**config.mk**
```make
export PLATFORM = sky130hd
export DESIGN_NAME = instr_trace_buffer
export DESIGN_NICKNAME = d
export VERILOG_FILES = /design/src/rtl/instr_trace_buffer.sv
export SDC_FILE = /design/constraint.sdc
export NUM_CORES = 1
export LEC_CHECK = 0
export ABC_AREA = 1
export BUFFER_PORTS_ARGS = -buffer_cell sky130_fd_sc_hd__buf_2
export CAP_MARGIN = 20
export CORE_UTILIZATION = 58
export CTS_BUF_LIST = sky130_fd_sc_hd__clkbuf_4
export DETAILED_ROUTE_END_ITERATION = 16
export PLACE_DENSITY = 0.78
export SYNTH_ARGS = -nofsm -noshare
export SYNTH_HDL_FRONTEND = slang
export SYNTH_SLANG_ARGS = --single-unit
export TNS_END_PERCENT = 5
```
**constraint.sdc**
```tcl
create_clock -name clk -period 3.1 [get_ports clk]
set_input_delay 0.155 -clock clk [delete_from_list [all_inputs] [get_ports clk]]
set_output_delay 0.155 -clock clk [all_outputs]
set_load 0.02 [all_outputs]
```
**src/rtl/instr_trace_buffer.sv**
```systemverilog
// Instruction trace buffer: records {pc, ir[, flags]} for each fetch around a trigger, then replays the oldest entries first.
// Optional build macro TRACE_FLAGS_EN: when defined, condition flags are stored per entry and returned on rd_flags.
module instr_trace_buffer #(
  parameter int DEPTH     = 16,
  parameter int PC_W      = 16,
  parameter int IR_W      = 16,
  parameter int POST_TRIG = 8
) (
  input  logic            clk,
  input  logic            reset,
  input  logic            fetch_valid,
  input  logic [PC_W-1:0] fetch_pc,
  input  logic [IR_W-1:0] fetch_ir,
  input  logic [3:0]      flags,
  input  logic            arm,
  input  logic [PC_W-1:0] trig_pc,
  input  logic            trig_force,
  input  logic            rd_en,
  output logic            rd_valid,
  output logic [PC_W-1:0] rd_pc,
  output logic [IR_W-1:0] rd_ir,
  output logic [3:0]      rd_flags,
  output logic            rd_last,
  output logic [1:0]      state_o,
  output logic            wrapped
);

  localparam int AW = $clog2(DEPTH);
  localparam logic [AW:0]   FILL_MAX  = (AW+1)'(DEPTH);
  localparam logic [AW:0]   POST_INIT = (AW+1)'(POST_TRIG);
  localparam logic [AW:0]   CNT_ONE   = (AW+1)'(1);
  localparam logic [AW-1:0] PTR_ONE   = AW'(1);

  typedef enum logic [1:0] {
    IDLE  = 2'd0,
    ARMED = 2'd1,
    POST  = 2'd2,
    DONE  = 2'd3
  } state_t;

  state_t        state;
  logic [AW-1:0] wr_ptr;
  logic [AW-1:0] rd_ptr;
  logic [AW:0]   fill;
  logic [AW:0]   post_cnt;
  logic          capture;
  logic          trigger;
  logic          pop;

  logic [PC_W-1:0] mem_pc [DEPTH];
  logic [IR_W-1:0] mem_ir [DEPTH];
`ifdef TRACE_FLAGS_EN
  logic [3:0]      mem_fl [DEPTH];
`else
  logic            unused_flags;
  assign unused_flags = ^flags;
  assign rd_flags     = 4'b0;
`endif

  // Oldest entry sits fill slots behind the write pointer; popping walks it forward.
  assign rd_ptr  = wr_ptr - fill[AW-1:0];
  assign state_o = state;

  always_comb begin
    capture = !reset && fetch_valid && (state == ARMED || state == POST);
    trigger = (state == ARMED) && (trig_force || (fetch_valid && fetch_pc == trig_pc));
    pop     = (state == DONE) && rd_en && !rd_valid && (fill != '0);
  end

  always_ff @(posedge clk) begin
    if (capture) begin
      mem_pc[wr_ptr] <= fetch_pc;
      mem_ir[wr_ptr] <= fetch_ir;
`ifdef TRACE_FLAGS_EN
      mem_fl[wr_ptr] <= flags;
`endif
    end
  end

  always_ff @(posedge clk) begin
    if (reset) begin
      state    <= IDLE;
      wr_ptr   <= '0;
      fill     <= '0;
      post_cnt <= '0;
      wrapped  <= 1'b0;
      rd_valid <= 1'b0;
      rd_last  <= 1'b0;
      rd_pc    <= '0;
      rd_ir    <= '0;
`ifdef TRACE_FLAGS_EN
      rd_flags <= 4'b0;
`endif
    end else begin
      rd_valid <= 1'b0;
      rd_last  <= 1'b0;
      case (state)
        IDLE: begin
          if (arm) begin
            state    <= ARMED;
            wr_ptr   <= '0;
            fill     <= '0;
            post_cnt <= '0;
            wrapped  <= 1'b0;
          end
        end
        ARMED, POST: begin
          if (capture) begin
            wr_ptr <= wr_ptr + PTR_ONE;
            if (fill == FILL_MAX) wrapped <= 1'b1;
            else                  fill    <= fill + CNT_ONE;
          end
          if (trigger) begin
            if (POST_TRIG == 0) begin
              state <= DONE;
            end else begin
              state    <= POST;
              post_cnt <= POST_INIT;
            end
          end else if (state == POST && capture) begin
            post_cnt <= post_cnt - CNT_ONE;
            if (post_cnt == CNT_ONE) state <= DONE;
          end
        end
        DONE: begin
          // Leave once the final entry has been presented, or on a pop of an empty buffer.
          if (rd_valid && rd_last) begin
            state <= IDLE;
          end else if (rd_en && !rd_valid && fill == '0) begin
            state <= IDLE;
          end else if (pop) begin
            rd_valid <= 1'b1;
            rd_last  <= (fill == CNT_ONE);
            fill     <= fill - CNT_ONE;
            rd_pc    <= mem_pc[rd_ptr];
            rd_ir    <= mem_ir[rd_ptr];
`ifdef TRACE_FLAGS_EN
            rd_flags <= mem_fl[rd_ptr];
`endif
          end
        end
        default: state <= IDLE;
      endcase
    end
  end

endmodule

```
==> qor.yml <==
outcome:
  status: "finished, final reports clean"
timing:
  hold-worst-slack_ns: 0.139
  drv_slew: 0
  finalCritPeriodShare_pct: 95.2
  setup_viol: 0
  relSlewSlack_pct: 58.9
  rsz0062_at_grt: "no"
  min_period_ns: 2.95
  tightest_slew_ns: 0.616
  hold_viol_final: 0
  skew_ns: 0.0674
  fmax_ghz: 0.339
placed_design:
  placedCellCount: 2300
  io_buffers: 90
  finalWeightedCongestion: 0.809
  place_area_um2: 24200
  dp_hpwl_mm: 28.7
cells_and_area:
  fillCellCount: 2610
  layout_commonest_cell: "edfxtp_1"
  syn2layout_area_growth_pct: 16.3
  instances_no_fill: 2589
  finalNetCount: 2041
  most-common-layout-cells: "edfxtp_1 (512), nor2_1 (301), clkbuf_4 (216)"
  drive_above_1_share_pct: 19.5
  final_area_um2: 26500
worst_setup_path:
  required_ns: 3.84
  start_kind: "flip-flop"
  path_delay_family: "adder cells"
  critPathSlowestCell: "fa_4"
  crit_type: "flip-flop to flip-flop"
  crit_chain: "inv_1 -> fa_4 -> buf_12 -> o21ai_0 -> o211ai_1 -> nand3_1 -> nand3_1 -> o211ai_1 -> inv_1"
  crit_arrival_ns: 3.69
  cp_max_fo: 74
  end_kind: "flip-flop"
  slowest_delay_ns: 0.93
  path_buf_inv: 3
floorplanning:
  die_width_um: 200
  core-area_um2: 38700
  dieArea_um2: 40100
  die_y_um: 200
  ios: 99
  start_util_pct: 58.8
  rows: 72
power:
  leakage_nw: 9.67
  ir_drop_mv: 0.806
  power_density_nw_per_um2: 835
  fin_total_pwr_mw: 22.1
logic_synthesis:
  synth_seq_area_share_pct: 72.0
  syn_inst: 1745
  synth_top_area_share_pct: 67.5
  synth_top_cell_by_area: "edfxtp_1"
  synth.avg_cell_area_um2: 13.1
  synthTopCellsByArea: "edfxtp_1 (67%), nor2_1 (5.2%), o21ai_0 (4.6%)"
  ys_types: 33
  synth_seq_cells: 563
  yosys_warnings: 0
  synth.cell_area_um2: 22800
drt:
  vias: 15400
  antenna_left: 0
  firstDrtPassIters: 9
  vias_per_cell: 5.94
  routed_wl_mm: 53.9
  drt_iter0_drc: 1418
  wl_per_cell_um: 20.8
  drc: 0
clock_tree:
  cts_max_path_buffers: 3
  cts_tree: "yes"
  clockRootBuffer: "clkbuf_4"
  cts_made_buffers: 142
  path_clk_slew_ns: 0.07
  insertion_delay_ns: 0.84
  cts_htree_levels: 4
  clkSinkCount: 563
  post-cts-setup-buffers: 0
grt:
  grt_pass1_wl_mm: 83.4
  grt-ovfl-total: 0
  grt_pass1_vias: 15400
  antenna_found_initial: 2
  grt_usage_pct: 27.2
  grt_start_max_net_pins: 117
min_path:
  hold_path_class: "input port to flip-flop"
run:
  drv_cap: 0
[synthesized netlist by cell type]
cell type  count
buf_6          3
dfxtp_1       51
a21boi_0       2
or2_2          1
a211oi_1       4
o211ai_1      97
o21ai_1        2
buf_12         4
o21ai_0      208
nand4_1        3
nor2_1       317
ha_1          17
a21oi_1       18
o221ai_1      64
o31ai_1        3
conb_1         1
buf_2         28
buf_4         11
clkinv_1       1
mux2i_1       64
inv_2          5
buf_1          6
xnor2_2        1
fa_1           1
xnor2_1        3
a31oi_1        1
xor2_1         5
inv_1         74
clkbuf_1      63
nor3_1         4
edfxtp_1     512
nand2_1       55
nand3_1      116
[path summary, 6_finish.rpt]
| check | depth (start not counted) | endpoint | start | slack, ns |
|---|---|---|---|---|
| worst min register to register | 1 | rd_last$_SDFF_PP0_ | fill[4]$_SDFFE_PP0P_ | 0.48 |
| worst max-delay path | 9 | rd_pc[6]$_SDFFE_PP0P_ | wr_ptr[1]$_SDFFE_PP0P_ | 0.15 |
| worst min-delay path | 11 | state_o[0]$_SDFFE_PP0P_ | trig_pc[15] | 0.14 |
| worst max register to register | 9 | rd_pc[6]$_SDFFE_PP0P_ | wr_ptr[1]$_SDFFE_PP0P_ | 0.15 |
[worst min-delay path: cells and delay by family]
kind                   cells  cell delay (ns)
and+or+nand+nor            9             0.59
AOI/OAI and AO/OA          1             0.09
buffers and inverters      1             0.09
[metrics by stage]
stage	util [%]	setup WS, ns	TNS, ns
after floorplan	-	-0.319	-163.29
after global placement	62.5	0.333	0
after detailed placement	62.5	0.213	0
after CTS	68.4	0.172	0
after global routing	68.4	0.0734	0
final	68.4	0.148	0
[report_power, final]
part | switching, mW | internal (mW) | total (mW)
clock | 2.85 | 3.50 | 6.35
sequential | 0.111 | 8.43 | 8.54
combinational | 4.74 | 2.50 | 7.24
total | 7.69 | 14.4 | 22.1
[cell type report]
class	instances	area, um^2	share of cell area [%]
Sequential cell	563	16400	61.9
Inverter	80	303	1.14
Antenna cell	1	2.50	0.00944
Tap cell	518	648	2.45
Clock inverter	33	243	0.916
Timing Repair Buffer	188	1610	6.08
Clock buffer	216	1620	6.12
Multi-Input combinational cell	990	5670	21.4
[per-layer routing]
layer | part of all wire, % | GRT usage (%) | vias up | routed length (um)
li1 | - | - | 6992 | -
met1 | 38 | 34.9 | 7384 | 20500
met2 | 49 | 43.8 | 822 | 26400
met3 | 9.6 | 6.64 | 173 | 5150
met4 | 3.4 | 12.8 | 2 | 1810
met5 | 0.024 | 0 | - | 13
[sequential cells by signal, indices dropped and copies added, names as in the netlist]
register  flops
mem_pc      256
fill          5
wrapped       1
wr_ptr        4
rd_ir        16
state_o       2
rd_last       1
rd_valid      1
mem_ir      256
post_cnt      5
rd_pc        16
[what timing repair did]
item,in CTS,in global routing
setup endpoints to repair,0,2
hold endpoints to repair,530,0
resized for setup,0,3
hold buffers,39,0
[cell families after synthesis]
family                   share of synthesized area (%)
AND/OR/NAND/NOR                                   8.88
multiplexers                                      2.81
adder cells (fa/ha/maj)                           1.02
other                                           0.0165
flip-flops                                        72.0
AO/OA/AOI/OAI                                     11.0
buffers and inverters                             3.93
XOR/XNOR                                         0.379
Note: power is estimated with default switching activity, not from simulation.
